## config.mk

```make
export PLATFORM = sky130hd
export DESIGN_NAME = pc_sequencer
export DESIGN_NICKNAME = d
export VERILOG_FILES = /design/src/rtl/pc_pkg.sv /design/src/rtl/ras_stack.sv /design/src/rtl/pc_sequencer.sv
export SDC_FILE = /design/constraint.sdc
export NUM_CORES = 1
export LEC_CHECK = 0
export BUFFER_PORTS_ARGS = -buffer_cell sky130_fd_sc_hd__buf_4
export CAP_MARGIN = 20
export CORE_MARGIN = 2
export CORE_UTILIZATION = 64
export CTS_CLUSTER_SIZE = 12
export DETAILED_ROUTE_END_ITERATION = 16
export HOLD_SLACK_MARGIN = 0.02
export PLACE_DENSITY_LB_ADDON = 0.25
export SLEW_MARGIN = 30
export SYNTH_ARGS = -nofsm -noshare
export SYNTH_HDL_FRONTEND = slang
export SYNTH_SLANG_ARGS = --single-unit
```

## constraint.sdc

```tcl
create_clock -name CLK -period 12.55 [get_ports CLK]
set_input_delay 2.51 -clock CLK [delete_from_list [all_inputs] [get_ports CLK]]
set_output_delay 2.51 -clock CLK [all_outputs]
set_load 0.05 [all_outputs]
```

## src/rtl/pc_pkg.sv

```systemverilog
// Shared definitions for the program-counter sequencer: branch-type encodings and a
// constant log2 helper used for parameter-derived widths.
package pc_pkg;

    localparam logic [2:0] BR_NONE = 3'd0;
    localparam logic [2:0] BR_EQ   = 3'd1;
    localparam logic [2:0] BR_NE   = 3'd2;
    localparam logic [2:0] BR_LT   = 3'd3;
    localparam logic [2:0] BR_GE   = 3'd4;
    localparam logic [2:0] BR_JMP  = 3'd5;

    // Ceiling log2; returns 0 for n <= 1.
    function automatic int unsigned clog2(input int unsigned n);
        int unsigned r;
        r = 0;
        while ((64'd1 << r) < 64'(n)) begin
            r = r + 1;
        end
        return r;
    endfunction

endpackage

```

## src/rtl/ras_stack.sv

```systemverilog
// Circular return-address stack. Pop takes precedence over push; when full, a push
// overwrites the oldest entry and sets the sticky overflow flag.
module ras_stack
    import pc_pkg::*;
#(
    parameter int unsigned WIDTH = 32,
    parameter int unsigned DEPTH = 4
) (
    input  logic             clk,
    input  logic             reset,
    input  logic             stall,
    input  logic             push,
    input  logic             pop,
    input  logic [WIDTH-1:0] push_data,
    output logic [WIDTH-1:0] top,
    output logic             empty,
    output logic             ovf,
    output logic             unf
);

    localparam int unsigned AW = clog2(DEPTH);
    localparam logic [AW:0] FULL = (AW + 1)'(DEPTH);

    logic [AW-1:0]    tp_q, tp_d;
    logic [AW:0]      count_q, count_d;
    logic             ovf_q, ovf_d;
    logic             unf_q, unf_d;
    logic [WIDTH-1:0] mem_q [DEPTH];
    logic             wr_en;
    logic [AW-1:0]    wr_idx;

    always_comb begin
        tp_d    = tp_q;
        count_d = count_q;
        ovf_d   = ovf_q;
        unf_d   = unf_q;
        wr_en   = 1'b0;
        wr_idx  = tp_q + AW'(1);
        if (!stall) begin
            if (pop) begin
                if (count_q != '0) begin
                    tp_d    = tp_q - AW'(1);
                    count_d = count_q - (AW + 1)'(1);
                end else begin
                    unf_d = 1'b1;
                end
            end else if (push) begin
                tp_d  = tp_q + AW'(1);
                wr_en = 1'b1;
                // Full stack: the slot ahead of the top holds the oldest entry.
                if (count_q == FULL) begin
                    ovf_d = 1'b1;
                end else begin
                    count_d = count_q + (AW + 1)'(1);
                end
            end
        end
    end

    always_ff @(posedge clk) begin
        if (reset) begin
            tp_q    <= '0;
            count_q <= '0;
            ovf_q   <= 1'b0;
            unf_q   <= 1'b0;
            for (int unsigned i = 0; i < DEPTH; i++) begin
                mem_q[i] <= '0;
            end
        end else begin
            tp_q    <= tp_d;
            count_q <= count_d;
            ovf_q   <= ovf_d;
            unf_q   <= unf_d;
            if (wr_en) begin
                mem_q[wr_idx] <= push_data;
            end
        end
    end

    assign top   = mem_q[tp_q];
    assign empty = (count_q == '0);
    assign ovf   = ovf_q;
    assign unf   = unf_q;

endmodule

```

## src/rtl/pc_sequencer.sv

```systemverilog
// Program-counter sequencer: PC register, sequential/target adders, branch condition
// decode and next-PC selection, with a return-address stack for CALL/RET.
module pc_sequencer
    import pc_pkg::*;
#(
    parameter int unsigned     PC_W         = 32,
    parameter int unsigned     OFF_W        = 8,
    parameter int unsigned     STEP         = 4,
    parameter int unsigned     RAS_DEPTH    = 4,
    parameter logic [PC_W-1:0] RESET_VECTOR = '0
) (
    input  logic             CLK,
    input  logic             RESET,
    input  logic             STALL,
    input  logic [2:0]       BR_TYPE,
    input  logic             ZERO,
    input  logic             NEG,
    input  logic [OFF_W-1:0] OFFSET,
    input  logic             CALL,
    input  logic             RET,
    output logic [PC_W-1:0]  PC,
    output logic [PC_W-1:0]  NEXT_PC,
    output logic             TAKEN,
    output logic             RAS_OVF,
    output logic             RAS_UNF
);

    localparam int unsigned SHIFT = clog2(STEP);

    logic [PC_W-1:0] pc_q;
    logic [PC_W-1:0] seq;
    logic [PC_W-1:0] tgt;
    logic [PC_W-1:0] off_ext;
    logic            cond;
    logic [PC_W-1:0] ras_top;
    logic            ras_empty;
    logic            ras_push;
    logic [PC_W-1:0] next_pc;
    logic            taken;

    // Word offset, sign-extended to PC width, then scaled to bytes.
    assign off_ext = PC_W'($signed(OFFSET));
    assign seq     = pc_q + PC_W'(STEP);
    assign tgt     = seq + (off_ext << SHIFT);

    always_comb begin
        cond = 1'b0;
        case (BR_TYPE)
            BR_EQ:   cond = ZERO;
            BR_NE:   cond = ~ZERO;
            BR_LT:   cond = NEG;
            BR_GE:   cond = ~NEG;
            BR_JMP:  cond = 1'b1;
            default: cond = 1'b0;
        endcase
    end

    always_comb begin
        next_pc = seq;
        taken   = 1'b0;
        if (RET) begin
            if (!ras_empty) begin
                next_pc = ras_top;
                taken   = 1'b1;
            end
        end else if (CALL) begin
            next_pc = tgt;
            taken   = 1'b1;
        end else if (cond) begin
            next_pc = tgt;
            taken   = 1'b1;
        end
    end

    // RET wins over a simultaneous CALL, so the push is suppressed.
    assign ras_push = CALL & ~RET;

    ras_stack #(
        .WIDTH (PC_W),
        .DEPTH (RAS_DEPTH)
    ) u_ras (
        .clk       (CLK),
        .reset     (RESET),
        .stall     (STALL),
        .push      (ras_push),
        .pop       (RET),
        .push_data (seq),
        .top       (ras_top),
        .empty     (ras_empty),
        .ovf       (RAS_OVF),
        .unf       (RAS_UNF)
    );

    always_ff @(posedge CLK) begin
        if (RESET) begin
            pc_q <= RESET_VECTOR;
        end else if (!STALL) begin
            pc_q <= next_pc;
        end
    end

    assign PC      = pc_q;
    assign NEXT_PC = next_pc;
    assign TAKEN   = taken;

endmodule
```

* Yosys cells after proc, flatten, opt, wreduce, memory -nomap -nowiden *
Memory sizes are Yosys's and may differ from the RTL's. A register that Yosys moved wholly into a read port is not among the register bits.
Cells that the tools add are included.

storage, ports and cells
  flip-flop bits (word level) = 39
  output and inout port bits = 67
  input port bits = 18
  RAM bits = 128
  memories kept = 1
  word-level logic and storage cells = 63

memory list
  memory       depth  width  read ports  clocked after Yosys merged registers in  write ports  line             RTL
  u_ras.mem_q  4      32     1           1                                        4            ras_stack.sv:28  logic [WIDTH-1:0] mem_q [DEPTH];

operators by class
  eq/ne operators = 8
  reduce and logical (&&, ||, !) cells = 8
  bitwise logic cells = 6
  multiplexer cells = 29
  add/sub/neg operators = 6

operator list
  kind                                                                    count
  32-bit two-way mux                                                      5
  32-bit by 3-bit adder with 32-bit output (second input constant)        1
  32-bit adder                                                            1
  32-bit OR reduction                                                     1
  1-bit two-way mux                                                       13
  2-bit two-way mux                                                       6
  3-bit two-way mux                                                       4
  3-bit equality test (second input constant)                             3
  4-bit AND reduction                                                     2
  3-bit by 2-bit equality test with 1-bit output (second input constant)  2
  3-bit AND reduction                                                     2
  1-bit inverter                                                          5
  1-bit one-hot mux with 5 select lines                                   1
  3-bit by 1-bit adder with 3-bit output (second input constant)          1
  3-bit by 1-bit equality test with 1-bit output (second input constant)  1
  3-bit logical NOT                                                       1
  3-bit nonzero test                                                      1
  3-bit by 1-bit subtractor with 3-bit output (second input constant)     1
  2-bit by 1-bit adder with 2-bit output (second input constant)          1
  2-bit by 1-bit != test with 1-bit output (second input constant)        1
  2-bit != test (second input constant)                                   1
  2-bit nonzero test                                                      1
  2-bit by 1-bit subtractor with 2-bit output (second input constant)     1
  1-bit AND                                                               1

* Longest topological paths before layout *
Gate-level depths: netlist (run 1).

  depth in word-level cells = 10
  depth in mapped cells = 17
  depth with buffers taken out = 15

* By module *
Synthesis (run 1) repeated with hierarchy kept, for this count alone.

unflattened totals
  cell total of the unflattened synthesis = 965
  area total of the unflattened synthesis = 10423.7 µm²

modules (own cells, without submodules)
  module        area an instance (µm²)  cells an instance  seq. area each (µm²)  instances
  ras_stack     6033.3                  365                4023.9                1
  pc_sequencer  4390.5                  600                640.6                 1

* Worst setup path before layout (run 1) *
Ideal clock, no wire load.

  path kind = input -> output
  from = input port OFFSET[0]
  to = output port NEXT_PC[28]
  slack = 4.583 ns
  buffers on the path = 0
  arrival = 5.457 ns
  required time = 10.040 ns
  stages = 9
  cells stage by stage = ha_1 > fa_1 > a21o_1 > a221o_1 > a21oi_2 > o21bai_1 > nand3_1 > o31ai_1 > a211oi_1

between the ends
  word-level cells in the longest chain between the ends = 4

ends and longest elaborated chain
  element               line                RTL
  from (decl)           pc_sequencer.sv:18  input logic [OFF_W-1:0] OFFSET,
  32-bit adder *        pc_sequencer.sv:44  assign tgt = seq + (off_ext << SHIFT);
  32-bit two-way mux    pc_sequencer.sv:69  end else if (cond) begin
  32-bit two-way mux *  pc_sequencer.sv:66  end else if (CALL) begin
  32-bit two-way mux *  pc_sequencer.sv:61  if (RET) begin
  to (decl)             pc_sequencer.sv:22  output logic [PC_W-1:0] NEXT_PC,

Every way passes the cells marked *; elsewhere a longest branch is shown, timed or not.

* Worst setup path in the final report (run 1) *
  from = input port OFFSET[7]
  to = output port NEXT_PC[31]

The elaborated chain is that of the path after synthesis.

==> results.txt, run 1 <==
The data arrival at the endpoint of the critical path came out at 5.44 ns. The worst path uses 63.4% of the clock period. The count of input and output buffers came out at 84. The global router's overall resource usage came out at 37.1%. The fraction of registers with async set or reset after synthesis came out at 0%. The number of hold violations in the final report was 0.

The starting utilization of the core area came out at 65.1%. The critical path is of the input port to output port type. After global routing the overflow that remains totals 0. The count of antenna-violating nets left after detailed routing is 0.

The proportion of power drawn by the clock network is 31.1%. The count of different cell masters after synthesis is 74. The placed cell area is 0.0112 mm². Row generation in the floorplan step produced 46 rows. The share of layout cells above drive strength 1 came out at 18.0%. In this run the post-CTS setup repair buffer count came out at 0. Total power for the finished layout comes to 1.77 mW. The largest fanout on the critical path came out at 32.

Data on the critical path is required at its endpoint by 10.04 ns. The insertion delay of the later-clocked pin in the worst-skew pair came out at 0.44 ns. The leakage power of the design is 4.86 nW. The internal power is 1.13 mW. The maximum operating frequency came out at 126 MHz.

The time the final worst path needs with I/O delays and setup came out at 7.95 ns. Entering global routing, the biggest net connects 51 pins. The share of synthesized area in the top cell type comes to 37.3%. For the pin with the worst max-slew slack, the measured transition is 0.963 ns. The per-cell via count in the routed design came out at 6.57. The max-capacitance violation count is 0. The worst path meets setup with 4.60 ns of slack. The relative slew slack is 35.8%. The wire-length estimate of the detail-placed layout is 21,000 µm. The largest total area in the synthesized netlist belongs to sky130_fd_sc_hd__edfxtp_1. Among all flip-flop cells after synthesis, the most frequent one is sky130_fd_sc_hd__edfxtp_1. The final routed wirelength across all metal layers is 31,100 µm. The quantity of gates resized following cts came out at 0.

In this run the vertical extent of the chip is 131 µm. The number of global-route vias before repair is 8,243. The number of DRC markers after the initial detailed-route iteration is 1,008. The synthesized netlist net count came out at 1,095. The combinational group share of total power is 31.3%. The final estimated routing congestion in global placement is 1.05. The share of the yosys chip area belonging to registers came out at 45.3%.

After synthesis the netlist holds a flip-flop and latch count of 169. Setup repair after global routing left no endpoint under its margin. The count of final max-slew check failures is 0. In the synthesized netlist, the number of instances is 1,038. The critical path goes through buf_4 -> ha_1 -> nand4_1 -> nor2_1 -> o2111ai_1 -> a31oi_1 -> o211ai_1 -> nor2_1 -> xnor2_1 -> mux2i_1 -> buf_4. The post-route setup TNS is 0 ns.

TritonCTS built the clock tree. The count of H-tree levels built during CTS is 4. The number of I/O pins is 85. The first-pass detailed-route iteration total came out at 6.

Ranked by total cell area, the synthesized netlist is headed by sky130_fd_sc_hd__edfxtp_1 37%, sky130_fd_sc_hd__dfxtp_1 8.0%, sky130_fd_sc_hd__mux4_2 7.0%. The clock skew is 0.0117 ns. The worst setup path is launched from an input port. The endpoint class of the critical path is an output port. The initial antenna violation count is 0. The number of nets in the final layout is 1,155. For this run, design rule violations remaining after detail routing come to 0. Dividing the detail-routed wire length by the instance count gives 23.5 µm.

On the critical path, the stage with the largest delay is an instance of sky130_fd_sc_hd__ha_1. The first global-routing pass estimated 46,300 µm of wire. The die area came out at 0.0171 mm². Detailed routing inserted a total of 8,724 vias. The post-CTS clock slew at the launch and capture registers of the worst setup and hold paths came out at 0.06 ns. The post-synthesis instance area came out at 0.0103 mm².

The flow ran to the end, and the final reports show no timing, DRC or antenna violations. The TritonCTS sink count came out at 169. The total area inside the core boundary comes to 0.0158 mm². The root cell of the clock tree is sky130_fd_sc_hd__clkbuf_16. The largest stage delay on the critical path came out at 0.53 ns. The final non-filler cell area came out at 0.0118 mm². Summed over all nets, the switching power comes to 0.645 mW. The number of endpoints failing setup at the final stage came out at 0. The number of diodes came out at 0. The worst setup slack before clock tree synthesis is 4.66 ns. The maximum resistive drop on vdd came out at 0.000129 V. The power density of the placed cells came out at 151 mW/mm². The library cells used most frequently in the layout, excluding fill and tap cells, are 147 x sky130_fd_sc_hd__nor2_1, 128 x sky130_fd_sc_hd__edfxtp_1, 112 x sky130_fd_sc_hd__nand2_1.

The growth of design area from synthesis to finish came out at 14.2%. TritonCTS created 17 clock buffers. The maximum clock path buffer count came out at 2. The min-delay analysis places its worst path in the category flop to flop. After synthesis, the mean cell area works out to 9.93 µm². The proportion of power drawn by flip-flops and latches came out at 37.6%. In this run, post-CTS hold repair placed 0 buffers.

The yosys synthesis warning count is 0. The most common cell after layout, fill and taps aside is sky130_fd_sc_hd__nor2_1. Of the total power, the share spent switching nets is 36.4%. The number of flops mapped to enable cells by yosys is 128.

Measured along the x axis, the die boundary spans 131 µm.
[sequential cells by signal, summed over array words and instances, names as in the netlist, named ones only]
| name | count |
|---|---|
| u_ras.count_q | 3 |
| u_ras.ovf | 1 |
| u_ras.mem_q | 128 |
| u_ras.tp_q | 2 |
| PC | 32 |
| u_ras.unf | 1 |
[kinds of logic after synthesis]
family	Yosys count	share of synthesized area, %
flops	169	45.3
fa+ha+maj	39	4.88
mux	57	9.46
xor+xnor	48	4.30
buf+inv	121	4.64
simple gates	399	17.8
compound gates	205	13.7
[power groups by stage]
stage / clock network (mW) / registers [mW] / logic [mW]
finish: 0.551 / 0.667 / 0.556
global route: 0.574 / 0.669 / 0.585
CTS: 0.553 / 0.665 / 0.549
detailed placement: 0 / 0.676 / 0.545
global placement: 0 / 0.675 / 0.538
floorplan: 0 / 0.702 / 0.354
[through the flow]
| stage | util [%] | cells | hold slack [ns] |
|---|---|---|---|
| 2_1_floorplan | - | 1038 | 0.501 |
| 3_3_place_gp | 70.0 | 1292 | 0.442 |
| 3_5_place_dp | 70.5 | 1295 | 0.448 |
| 4_1_cts | 74.3 | 1327 | 0.458 |
| 5_1_grt | 74.3 | 1327 | 0.506 |
| 6_report | 74.3 | 1327 | 0.458 |
[cells in the mapped netlist (all sizes together) (11+ instances only)]
cell and instances:
nor2 150, o21ai 31, nand4 19, a21o 16, ha 37, inv 63
nand3 20, xor2 27, mux2i 22, a211oi 14, mux4 32, dfxtp 41
a21oi 55, buf 18, or3 11, edfxtp 128, clkbuf 40, nand2 112
nor3 40, xnor2 21
[area by class of cell]
type | instances | area (µm²)
inverter | 63 | 236
fill | 1127 | 4060
clock inverter | 15 | 186
tap | 216 | 270
sequential | 169 | 4670
clock buffer | 17 | 425
timing repair buffer | 99 | 791
multi-input combinational | 748 | 5190
[routing by layer]
layer | up-vias | wire, µm | track usage, %
li1 | 3906 | - | -
met3 | 118 | 2970 | 7.61
met5 | - | 0 | 0
met2 | 596 | 14800 | 59.9
met1 | 4104 | 11700 | 47.2
met4 | 0 | 1710 | 20.2
[worst max-delay path, delay by kind of cell]
kind,cells,cell delay (ns)
AOI/OAI and AO/OA,3,0.85
xor gates and xnor gates,1,0.11
adders and majority gates,1,0.53
buffers and inverters,2,0.49
muxes,1,0.29
and+or+nand+nor,3,0.63
[final timing paths]
kind	endpoint	depth (start not counted)	slack [ns]	startpoint
worst max-delay path	NEXT_PC[31]	11	4.60	OFFSET[7]
worst min-delay path	u_ras.ovf	2	0.46	u_ras.ovf
worst max register to register	PC[27]	13	7.70	PC[2]
worst min register to register	u_ras.ovf	2	0.46	u_ras.ovf
(Power assumes the default switching activity.)
==> inputs of run 2 (changes only) <==
--- a/config.mk
+++ b/config.mk
@@ -8,7 +8,7 @@
 export BUFFER_PORTS_ARGS = -buffer_cell sky130_fd_sc_hd__buf_4
 export CAP_MARGIN = 20
 export CORE_MARGIN = 2
-export CORE_UTILIZATION = 64
+export CORE_UTILIZATION = 55
 export CTS_CLUSTER_SIZE = 12
 export DETAILED_ROUTE_END_ITERATION = 16
 export HOLD_SLACK_MARGIN = 0.02
==> constraint.sdc (replaced) <==
create_clock -name CLK -period 6.5 [get_ports CLK]
set_input_delay 1.3 -clock CLK [delete_from_list [all_inputs] [get_ports CLK]]
set_output_delay 1.3 -clock CLK [all_outputs]
set_load 0.05 [all_outputs]
==> results.txt, run 2 (synthesis results as in run 1) <==
The launch instance of the worst register-to-register path is PC[2]. The count of H-tree levels built during CTS is 4 (unchanged). The number of nets in the final layout came to 1,160 (+0.43%). The quantity of hold-fixing buffers added after cts is 0 (unchanged). The final estimated routing congestion in global placement came out at 0.982 (-6.2%). The startpoint identified for the worst hold timing path is u_ras.ovf.

The count of input and output buffers came out at 84 (unchanged). The leakage power of the design is 4.88 nW (+0.22%). The per-cell via count in the routed design is 6.29 (-4.3%). Setup repair after global routing left no endpoint under its margin. The placed cell area is 0.0112 mm² (+0.52%). The global-route congestion overflow total came out at 0 (unchanged).

The global router's overall resource usage is 31.1% (-6.0 points). The power density of the placed cells came to 284 mW/mm² (+88%). The max-capacitance violation count came out at 0 (unchanged). The worst min-delay path category is flop to flop. The worst register-to-register path ends at PC[27].

The largest fanout on the critical path was 11 (-66%). The critical path goes through nand2_1 -> or3_4 -> nor2_1 -> xnor2_1 -> inv_1 -> ha_1 -> nand4_1 -> nor2_1 -> o2111ai_1 -> a31o_2 -> a2111oi_0 -> nor2_1 -> xnor2_1 -> mux2i_1 -> buf_4. The root cell of the clock tree is sky130_fd_sc_hd__clkbuf_16. The relative slew slack is 41.8% (+6.0 points).

The detailed placer's ending HPWL came out at 21,300 µm (+1.2%). The wire length per cell came out at 22.4 µm (-4.7%). The library cell contributing the largest single delay on the critical path is sky130_fd_sc_hd__dfxtp_1.

The number of core rows came out at 50 (+8.7%). The data required time of the critical path was 5.20 ns (-4.84 ns). The count of antenna-violating nets left after detailed routing is 0 (unchanged). The horizontal die dimension is 141 µm (+7.6%). The total design power came to 3.35 mW (+89%). The initial antenna violation count came out at 0 (unchanged). The share of layout cells above drive strength 1 came out at 18.7% (+0.73 points). The most flop-heavy register is u_ras.mem_q. The buffering stage count on the worst path with inverters included came to 2 (unchanged). The number of CTS-inserted buffers was 17 (unchanged).

The most used cell along the critical path is sky130_fd_sc_hd__nor2_1. The final non-filler cell area came out at 0.0118 mm² (+0.32%). The floorplan core area came out at 0.0185 mm² (+17%). The cell class contributing the biggest share of worst-path delay is simple AND/OR/NAND/NOR gates. The clock skew came to 0.0125 ns (+0.000795 ns). The maximum number of pins on one net before global-route repair is 51 (unchanged). The starting utilization of the core area came out at 55.6% (-9.5 points).

The largest stage delay on the critical path is 0.55 ns (+0.02 ns). The depth of the most critical reg-to-reg path is 14 (+1). The number of endpoints failing setup at the final stage came out at 0 (unchanged).

The TritonCTS sink count is 169 (unchanged). STA classifies the critical path startpoint as a flop. The wire length of the first global-routing pass is 46,300 µm (-0.13%). The data arrival at the endpoint of the critical path is 4.77 ns (-0.67 ns). In the layout the commonest cells are 147 x sky130_fd_sc_hd__nor2_1, 128 x sky130_fd_sc_hd__edfxtp_1, 111 x sky130_fd_sc_hd__nand2_1. The library cell used most frequently in the layout, excluding fill and tap cells, is sky130_fd_sc_hd__nor2_1. The die height came to 141 µm (+7.6%). The number of remaining DRC errors is 0 (unchanged).

The endpoint class of the critical path is an output port. The number of flip-flops under the largest register name came out at 128 (unchanged). The run finished with clean final reports. The start point of the critical path is PC[2].

The number of diodes came to 0 (unchanged). The insertion delay of the later-clocked pin in the worst-skew pair was 0.44 ns (about the same). The critical path in this run is classified as flop to output port. The post-route setup TNS came out at 0 ns (unchanged). The path with the worst hold slack has its endpoint at u_ras.ovf.

The number of I/O pins came out at 85 (unchanged). TritonCTS built the clock tree. The core utilization of the finished layout is 63.7% (-11 points).

The count of final max-slew check failures came to 0 (unchanged). The slack of the worst reg-to-reg path came out at 2.27 ns (-5.43 ns). The post-CTS clock slew at the launch and capture registers of the worst setup and hold paths came out at 0.07 ns (about the same).

The die area was 0.0198 mm² (+16%). The number of DRC markers after the initial detailed-route iteration is 922 (-8.5%). The number of global-route vias before repair is 8,021 (-2.7%).

The final routed wirelength across all metal layers is 30,200 µm (-3.0%). From synthesis to final layout, the design area changed by 14.6%. The first-pass detailed-route iteration total is 7 (+1).

The maximum operating frequency came out at 165 MHz. The cell count of the worst hold path came out at 2 (unchanged). The count of vias placed by the detailed router came out at 8,492 (-2.7%). The maximum resistive drop on vdd was 0.000215 V (+66%). Counting I/O delays and the setup requirement, the final critical path takes 6.07 ns. The post-route worst hold slack was 0.463 ns (+0.00496 ns). The number of hold violations in the final report is 0 (unchanged). The slew at the pin with the worst max-slew slack is 0.873 ns (-0.0902 ns).

The maximum clock path buffer count is 2 (unchanged). The share of the clock period used by the worst path is 93.3%.
## run 2: how the worst max path moves through the flow
stage                   to  cells past startpoint
2_1_floorplan  NEXT_PC[26]                     16
3_3_place_gp   NEXT_PC[31]                     15
3_5_place_dp   NEXT_PC[31]                     15
4_1_cts        NEXT_PC[31]                     15
5_1_grt        NEXT_PC[31]                     15
6_report       NEXT_PC[31]                     15
## run 2: worst register-to-register path, stage by stage, from the launching register on
cell	delay (ns)
sky130_fd_sc_hd__dfxtp_1	0.55
sky130_fd_sc_hd__nand2_1	0.13
sky130_fd_sc_hd__or3_4	0.49
sky130_fd_sc_hd__nor2_1	0.16
sky130_fd_sc_hd__xnor2_1	0.31
sky130_fd_sc_hd__inv_1	0.10
sky130_fd_sc_hd__ha_1	0.49
sky130_fd_sc_hd__nand4_1	0.17
sky130_fd_sc_hd__nor2_1	0.17
sky130_fd_sc_hd__o2111ai_1	0.30
sky130_fd_sc_hd__a31oi_2	0.32
sky130_fd_sc_hd__nor4b_1	0.09
sky130_fd_sc_hd__a2111oi_0	0.57
sky130_fd_sc_hd__a211oi_2	0.10
sky130_fd_sc_hd__o21a_1	0.19
## run 2: layout make-up
type | instances | area (µm²)
multi-input cells | 748 | 5200
flip-flops and latches | 169 | 4670
inverters | 63 | 236
well taps | 234 | 293
clock buffers | 17 | 425
repair buffers | 104 | 821
fillers | 1502 | 6720
clock inverters | 15 | 158
## run 2: layer usage
metal	track usage, %	vias to the layer above	wire, µm
li1	-	3913	-
met1	41.9	4053	12000
met2	49.8	455	14300
met3	5.47	71	2650
met4	13.6	0	1290
met5	0	-	0
## run 2: stage by stage
stage                     instances  worst slack, ns
after floorplan                1038            0.623
after global placement         1316             1.01
after detailed placement       1318            0.879
after CTS                      1350            0.392
after global routing           1350            0.110
final                          1350            0.435
## run 2: what timing repair did
action                     CTS  global route
gates resized for setup      0             2
setup buffers                0             0
hold endpoints to repair     0             0
setup endpoints to repair    0             2
## run 2: power by group
group          leakage [nW]  switching [mW]  internal [mW]
registers              1.66          0.0636           1.22
logic                  2.93           0.718          0.351
clock network         0.281           0.488          0.513
total                  4.88            1.27           2.08
